<file path="src/rtl/mem_arb_pkg.sv">
// rtl/mem_arb_pkg.sv - shared FSM encodings and requester source constants for mem_arbiter
package mem_arb_pkg;

  typedef enum logic [1:0] {
    IDLE   = 2'd0,
    WAIT   = 2'd1,
    ACCESS = 2'd2,
    RESP   = 2'd3
  } state_e;

  localparam logic SRC_INST = 1'b0;
  localparam logic SRC_DATA = 1'b1;

endpackage

</file>
<file path="src/rtl/mem_arb_rr.sv">
// rtl/mem_arb_rr.sv - two-way round-robin picker; on a tie the requester not served last wins
module mem_arb_rr
  import mem_arb_pkg::*;
(
  input  logic [1:0] valid,
  input  logic       last,
  output logic [1:0] grant
);

  // grant[0] is the fetch port, grant[1] the load/store port
  always_comb begin
    grant = 2'b00;
    if (valid == 2'b11) begin
      grant = (last == SRC_DATA) ? 2'b01 : 2'b10;
    end else begin
      grant = valid;
    end
  end

endmodule

</file>
<file path="src/rtl/mem_arbiter.sv">
// rtl/mem_arbiter.sv - shares the ideal memory port between fetch and load/store requesters,
// with a programmable wait before the single-cycle memory access
module mem_arbiter
  import mem_arb_pkg::*;
#(
  parameter int ADDR_WIDTH = 14,
  parameter int LAT        = 2
) (
  input  logic                  clk,
  input  logic                  resetn,
  input  logic                  inst_req_valid,
  output logic                  inst_req_ready,
  input  logic [31:0]           inst_addr,
  output logic                  inst_rvalid,
  input  logic                  inst_rready,
  output logic [31:0]           inst_rdata,
  input  logic                  data_req_valid,
  output logic                  data_req_ready,
  input  logic                  data_wen,
  input  logic [31:0]           data_addr,
  input  logic [31:0]           data_wdata,
  input  logic [3:0]            data_wstrb,
  output logic                  data_rvalid,
  input  logic                  data_rready,
  output logic [31:0]           data_rdata,
  output logic [ADDR_WIDTH-3:0] mem_waddr,
  output logic [ADDR_WIDTH-3:0] mem_raddr,
  output logic                  mem_wren,
  output logic                  mem_rden,
  output logic [31:0]           mem_wdata,
  output logic [3:0]            mem_wstrb,
  input  logic [31:0]           mem_rdata
);

  localparam int         WW      = ADDR_WIDTH - 2;
  localparam logic [3:0] LAT_CNT = 4'(LAT);

  state_e        state_q, state_d;
  logic [3:0]    cnt_q, cnt_d;
  logic          last_q, last_d;
  logic          src_q, src_d;
  logic          wen_q, wen_d;
  logic [WW-1:0] addr_q, addr_d;
  logic [31:0]   wdata_q, wdata_d;
  logic [3:0]    wstrb_q, wstrb_d;
  logic [31:0]   inst_rdata_q, inst_rdata_d;
  logic [31:0]   data_rdata_q, data_rdata_d;
  logic [31:0]   resp_word;
  logic [1:0]    grant;
  logic          addr_unused;

  // memory is word addressed; byte offset and bits above the memory size are dropped
  assign addr_unused = ^{inst_addr[31:ADDR_WIDTH], inst_addr[1:0],
                         data_addr[31:ADDR_WIDTH], data_addr[1:0]};

  mem_arb_rr u_rr (
    .valid ({data_req_valid, inst_req_valid}),
    .last  (last_q),
    .grant (grant)
  );

  always_comb begin
    state_d      = state_q;
    cnt_d        = cnt_q;
    last_d       = last_q;
    src_d        = src_q;
    wen_d        = wen_q;
    addr_d       = addr_q;
    wdata_d      = wdata_q;
    wstrb_d      = wstrb_q;
    inst_rdata_d = inst_rdata_q;
    data_rdata_d = data_rdata_q;
    resp_word    = '0;

    inst_req_ready = 1'b0;
    data_req_ready = 1'b0;
    inst_rvalid    = 1'b0;
    data_rvalid    = 1'b0;
    mem_rden       = 1'b0;
    mem_wren       = 1'b0;

    unique case (state_q)
      IDLE: begin
        // resetn gating keeps ready low while reset is held, since state already reads IDLE
        inst_req_ready = grant[0] & resetn;
        data_req_ready = grant[1] & resetn;
        if (grant[1]) begin
          src_d   = SRC_DATA;
          wen_d   = data_wen;
          addr_d  = data_addr[ADDR_WIDTH-1:2];
          wdata_d = data_wdata;
          wstrb_d = data_wstrb;
        end else if (grant[0]) begin
          src_d  = SRC_INST;
          wen_d  = 1'b0;
          addr_d = inst_addr[ADDR_WIDTH-1:2];
        end
        if (|grant) begin
          last_d  = src_d;
          cnt_d   = LAT_CNT;
          state_d = (LAT_CNT == 4'd0) ? ACCESS : WAIT;
        end
      end

      WAIT: begin
        cnt_d = cnt_q - 4'd1;
        if (cnt_q <= 4'd1) begin
          cnt_d   = 4'd0;
          state_d = ACCESS;
        end
      end

      ACCESS: begin
        mem_rden  = ~wen_q;
        mem_wren  = wen_q;
        resp_word = wen_q ? 32'd0 : mem_rdata;
        if (src_q == SRC_INST) begin
          inst_rdata_d = resp_word;
        end else begin
          data_rdata_d = resp_word;
        end
        state_d = RESP;
      end

      RESP: begin
        if (src_q == SRC_INST) begin
          inst_rvalid = 1'b1;
          if (inst_rready) state_d = IDLE;
        end else begin
          data_rvalid = 1'b1;
          if (data_rready) state_d = IDLE;
        end
      end

      default: state_d = IDLE;
    endcase
  end

  always_ff @(posedge clk or negedge resetn) begin
    if (!resetn) begin
      state_q      <= IDLE;
      cnt_q        <= '0;
      last_q       <= SRC_DATA;
      src_q        <= SRC_INST;
      wen_q        <= 1'b0;
      addr_q       <= '0;
      wdata_q      <= '0;
      wstrb_q      <= '0;
      inst_rdata_q <= '0;
      data_rdata_q <= '0;
    end else begin
      state_q      <= state_d;
      cnt_q        <= cnt_d;
      last_q       <= last_d;
      src_q        <= src_d;
      wen_q        <= wen_d;
      addr_q       <= addr_d;
      wdata_q      <= wdata_d;
      wstrb_q      <= wstrb_d;
      inst_rdata_q <= inst_rdata_d;
      data_rdata_q <= data_rdata_d;
    end
  end

  // address and data lines hold the last accepted request; only the enables pulse
  assign mem_waddr  = addr_q;
  assign mem_raddr  = addr_q;
  assign mem_wdata  = wdata_q;
  assign mem_wstrb  = wstrb_q;
  assign inst_rdata = inst_rdata_q;
  assign data_rdata = data_rdata_q;

  assert property (@(posedge clk) disable iff (!resetn) !(mem_rden && mem_wren));
  assert property (@(posedge clk) disable iff (!resetn) !(inst_req_ready && data_req_ready));

endmodule

</file>
<file path="config.mk">
export PLATFORM = sky130hd
export DESIGN_NAME = mem_arbiter
export DESIGN_NICKNAME = d
export VERILOG_FILES = /design/src/rtl/mem_arb_pkg.sv /design/src/rtl/mem_arb_rr.sv /design/src/rtl/mem_arbiter.sv
export SDC_FILE = /design/constraint.sdc
export NUM_CORES = 1
export LEC_CHECK = 0
export ABC_CLOCK_PERIOD_IN_PS = 4200
export BUFFER_PORTS_ARGS = -buffer_cell sky130_fd_sc_hd__buf_2
export CORE_MARGIN = 10
export CORE_UTILIZATION = 48
export DETAILED_ROUTE_END_ITERATION = 16
export PLACE_DENSITY = 0.93
export SYNTH_ARGS = -nofsm -noshare
export SYNTH_HDL_FRONTEND = slang
export SYNTH_SLANG_ARGS = --single-unit
</file>
<file path="constraint.sdc">
create_clock -name clk -period 4.2 [get_ports clk]
set_input_delay 0.21 -clock clk [delete_from_list [all_inputs] [get_ports clk]]
set_output_delay 0.21 -clock clk [all_outputs]
set_load 0.02 [all_outputs]
</file>
== Word level (Yosys, flattened, before mapping) ==
Cells that the tools add are included.

* Register bits: 121
* ROM bits: 0
* RAM bits: 0
* Word-level logic and storage cells: 61
* Memories kept: 0
* Bits in latches: 0

* Order comparisons: 1
* Divide/modulo/power cells: 0
* Bitwise operators: 4
* $add $sub $neg: 1
* Eq/ne operators: 8
* Multipliers: 0
* Reduce and logical (&&, ||, !) cells: 11
* Mux-type cells: 26
* Shift-type cells: 0

{| class="wikitable"
|+ Operators by type and width
! operator !! count
|-
| 32-bit 2-to-1 mux || 1
|-
| 12-bit 2-to-1 mux || 2
|-
| 2-bit 2-to-1 mux || 7
|-
| 1-bit 2-to-1 mux || 12
|-
| 2-bit AND reduction || 6
|-
| 4-bit 2-to-1 mux || 2
|-
| 2-bit one-hot mux with 4 select lines || 1
|-
| 4-bit one-hot mux with 2 select lines || 1
|-
| 2-bit equality test (second input constant) || 3
|-
| 3-bit != test (second input constant) || 2
|-
| 4-bit by 1-bit less-or-equal comparator with 1-bit output (second input constant) || 1
|-
| 2-bit != test (second input constant) || 2
|-
| 4-bit AND reduction || 1
|-
| 2-bit nonzero test || 2
|-
| 4-bit by 1-bit subtractor with 4-bit output (second input constant) || 1
|-
| 1-bit AND || 2
|-
| 2-bit by 1-bit equality test with 1-bit output (second input constant) || 1
|-
| 2-bit zero test || 1
|-
| 1-bit NOT || 2
|-
| 2-bit OR reduction || 1
|}

== Longest topological paths before layout ==
* Depth in word-level cells: 5
* Gate-level depth with buffers: 7
* Depth with buffers taken out: 6

== Cells and area by module ==
Synthesis repeated with hierarchy kept, for this count alone.

* Cells, all modules: 445
* Area total of the unflattened synthesis: 5087.4 µm²

{| class="wikitable"
|+ By module, submodules not included
! module !! area an instance (µm²) !! seq. area each (µm²) !! cells an instance !! times used
|-
| mem_arbiter || 5068.6 || 3029.2 || 442 || 1
|-
| mem_arb_rr || 18.8 || 0.0 || 3 || 1
|}

== Least setup slack after synthesis ==
Ideal clock, no wire load.

* Kind: register to register
* From: register state_q[0]
* To: register wdata_q[15], in the netlist mem_wdata[15]
* Cell stages (with the launch flop): 8
* Period minus slack after synthesis: 1.692 ns
* Setup time: 0.125 ns
* Slack: 2.508 ns
* Arrival: 1.568 ns
* Path through: dfrtp_1 > inv_1 > ha_1 > nand2_1 > a21oi_2 > buf_4 > buf_6 > mux2_2

* Longest elaborated chain between the ends: 2

{| class="wikitable"
|+ Ends and longest elaborated chain
! element !! RTL line !! source
|-
| start, declared || mem_arbiter.sv:38 || <nowiki>state_e state_q, state_d;</nowiki>
|-
| start signal, assigned || mem_arbiter.sv:152 || <nowiki>state_q <= state_d;</nowiki>
|-
| 2-bit zero test || mem_arbiter.sv:82 || <nowiki>unique case (state_q)</nowiki>
|-
| 2-bit AND reduction (no line) || n/a ||
|-
| end signal, assigned || mem_arbiter.sv:158 || <nowiki>wdata_q <= wdata_d;</nowiki>
|-
| end, declared || mem_arbiter.sv:44 || <nowiki>logic [31:0] wdata_q, wdata_d;</nowiki>
|}

No other way between the ends.
A chain may end at the register's enable or synchronous reset.

== Worst setup path after layout ==
* From: register state_q[0]
* To: output port data_req_ready

* Longest elaborated chain between the ends: 2

{| class="wikitable"
|+ Ends and longest elaborated chain
! element !! RTL line !! source
|-
| 2-bit zero test || mem_arbiter.sv:82 ||
|-
| 1-bit 2-to-1 mux || mem_arbiter.sv:82 ||
|-
| end, declared || mem_arbiter.sv:18 || <nowiki>output logic data_req_ready,</nowiki>
|}

No other way between the ends.

==> metrics.txt <==
outcome=complete, no violations; Routed wire per std cell=18.1 µm; Remaining DRCs=0; maximum level of the CTS H-tree=4; global routing met2 resource utilization=38.6%; flip-flop cell with the highest count after synthesis=dfrtp_1; buffers from clock root to sink, at most=2; worst slew margin relative to its limit=19.3%; initial standard-cell utilization of the core=48.9%; clock sink count=121; dpl cells=773; pre-CTS WS=1.70 ns; Net Switching=0.00256 W; met3 Track Usage GR=7.54%; hold path cells=3; vias in the first global route=4892; Crit path arrival time=2.77 ns; final-report max-slew violation count=0; pin count of the biggest net entering global routing=65; Final period util=70.9%; initial antenna violation count=1; quantity of I/O buffers inserted on ports=228; post-synthesis instance area=0.00500 mm²; highest clock rate=336 MHz; Power Density=838 mW/mm²; Buf+Inv Stages, Crit Path=2; half-perimeter wire length after detailed placement=10700 µm; required time of the critical path=3.99 ns; grt ovf=0; Clock Tree Root=clkbuf_8; part of the total power dissipated in combinational logic=42.2%; DRT antenna net count=0; setup TNS=0 ns; time the final worst path needs with I/O delays and setup=2.98 ns; Clk Latency, worst-skew pair=0.50 ns; Max stage delay on crit path=0.92 ns; power after layout=0.00623 W; number of flip-flops and latches in the synthesized netlist=121; actual slew at the worst max-slew pin=1.21 ns; Setup Crit Path Kind=flop to primary output; number of synthesis warnings=0; overall routed net length=15800 µm; overall die width=122 µm; VDD IR-drop max=0.000507 V; cell taking the most area after synthesis=dfrtp_1; number of library cell types mapped by synthesis=34; RSZ-0062 raised after global routing=no; top-level I/O count=269; post-synth top area share=60.1%; internal portion of total power=0.00367 W; power share of the clock group=24.1%; r2r setup slk=1.77 ns; most heavily used metal layer in global routing=met2; Max Cap Viol=0; slowest cell on the critical path=a21oi_4; sequential area share after synthesis=60.6%; cells on worst reg2reg path=5; async set-reset flop share out of synthesis=100%; gr usage total=21.2%; Global Route met1 Usage=21.3%; endpoints failing hold=0; share of cells above drive strength 1=41.6%; count of TritonRoute iterations in the first routing pass=4; Setup-failing EPs final=0; first-pass GRT wire length=25000 µm; Die Height=122 µm; count of standard-cell rows=37; Filler Cells Inserted=692; CTS tree=yes; cells along the critical path=inv_1 > ha_1 > nand2_1 > a21oi_4 > and2_1 > buf_2; vias per cell=5.04; Post-synth EDFFs=0; class of the worst hold path=input port to flop; Crit Path Max Fanout=38; number of vias after detailed routing=4397; R2R Path End=mem_wdata[31]$_DFFE_PN0P_; most area-consuming cells after synthesis=dfrtp_1 (60%), mux2_2 (8.3%), o21ai_0 (7.6%); full die area=0.0149 mm²; Synth Net Count=587; Min-Delay Endpoint=inst_rdata[7]$_DFFE_PN0P_; CTS Buf Count=17; Reg-to-Reg Start=state_q[0]$_DFFE_PN0P_; # nets final=867; Crit. End Element=primary output; Worst path top cell family by delay=compound AO/OA/AOI/OAI gates; cell depth of the worst setup path=6; type of element launching the critical path=flop; Synth Area per Inst=11.3 µm²; cells after synthesis=442; first-iteration detailed-routing DRC count=322; HP Start=mem_rdata[7]; GP Congestion=0.844; clock tree skew after final layout=0.00697 ns; core footprint=0.0102 mm²; signed area change from the synthesized netlist to the final layout=48.6%; smallest setup slack after layout=1.22 ns; non-filler instance count after layout=872; fraction of power consumed by sequential logic=33.7%; switching power share of the total=41.1%; static leakage power=3.81 nW; Clk pin slew, worst setup/hold paths=0.06 ns
## worst max path at each step
stage,start,end,slack (ns)
final,state_q[0]$_DFFE_PN0P_,data_req_ready,1.22
after global placement,state_q[0]$_DFFE_PN0P_,data_req_ready,1.81
after CTS,state_q[0]$_DFFE_PN0P_,data_req_ready,1.18
after floorplan,state_q[0]$_DFFE_PN0P_,mem_wdata[15]$_DFFE_PN0P_,2.51
after detailed placement,state_q[0]$_DFFE_PN0P_,data_req_ready,1.70
after global routing,state_q[0]$_DFFE_PN0P_,data_req_ready,0.96
## cell usage after synthesis (2+ instances only)
library cell / number
ha_1: 6
mux2_2: 37
buf_4: 14
and2_1: 4
clkbuf_1: 15
buf_2: 4
nand2_1: 83
o21ai_0: 76
dfrtp_1: 120
nor2b_1: 3
mux2i_1: 13
nor3_1: 2
inv_1: 5
nor2_1: 3
nand2b_1: 33
buf_6: 2
a21oi_1: 3
o21ai_1: 3
## registers in the layout, summed over array words and instances, names as in the netlist
| signal | count |
|---|---|
| cnt_q | 4 |
| data_rdata | 32 |
| inst_rdata | 32 |
| last_q | 1 |
| mem_raddr | 12 |
| mem_wdata | 32 |
| mem_wstrb | 4 |
| src_q | 1 |
| state_q | 2 |
| wen_q | 1 |
## cells by family (layout without fill, tap and decap cells)
logic type                 after synthesis  count (layout)  synth area share, %
muxes                                   50              50                 10.9
AOI/OAI and AO/OA                       93              93                 10.2
other                                    0               1                    0
and+or+nand+nor                        132             132                 12.3
adders and majority gates                6               6                 1.50
buffers and inverters                   40             333                 4.45
DFF                                    121             121                 60.6
## placed cells by master, fill, tap and decap left out, drive strengths merged, types with 2 or more instances in the layout
cell,instances
and2,4
mux2,37
a21boi,2
o21ai,80
a21oi,4
clkinv,4
nor2,3
mux2i,13
bufinv,4
o31ai,2
nand2b,33
nand2,83
clkinvlp,3
dfrtp,120
inv,6
nor3,2
dlygate4sd3,66
clkbuf,20
ha,6
buf,230
nor2b,3
## worst min-delay path, delay by kind of cell
family	cells	cell delay, ns
and+or+nand+nor	1	0.08
buffers and inverters	1	0.10
AOI/OAI and AO/OA	1	0.08
## routing by layer
layer,part of all wire (%),vias up,routed length (µm)
met5,0,-,0
met4,2.8,0,439
met3,8.0,39,1270
met2,54,187,8530
met1,35,2127,5540
li1,-,2044,-
## metrics by stage
step | util [%] | hold slack, ns | cell area, µm²
2_1_floorplan | - | -0.0856 | 5000
3_3_place_gp | 60.1 | 0.319 | 6150
3_5_place_dp | 60.1 | 0.341 | 6150
4_1_cts | 72.6 | 0.00151 | 7430
5_1_grt | 72.6 | 0.00979 | 7430
6_report | 72.6 | 0.0147 | 7430
## cell type report
cell class	count	area (µm²)	area share (%)
antenna	1	2.50	0.0337
clock buffer	20	445	6.00
clock inverter	12	171	2.31
inverter	5	18.8	0.253
multi-input combinational	281	1760	23.7
sequential	121	3030	40.8
tap	136	170	2.29
timing repair buffer	296	1830	24.7
## power groups by stage
stage	Combinational [W]	Clock, W	Sequential, W
after floorplan	0.00109	0	0.00267
after global placement	0.00247	0	0.00205
after detailed placement	0.00257	0	0.00210
after CTS	0.00263	0.00152	0.00209
after global routing	0.00286	0.00157	0.00217
final	0.00263	0.00150	0.00210
## repair_timing
item	in CTS	in global routing
resized for setup	0	0
hold endpoints to repair	134	0
buffers inserted	0	0
hold buffers	66	0
Note: power is estimated with default switching activity, not from simulation.
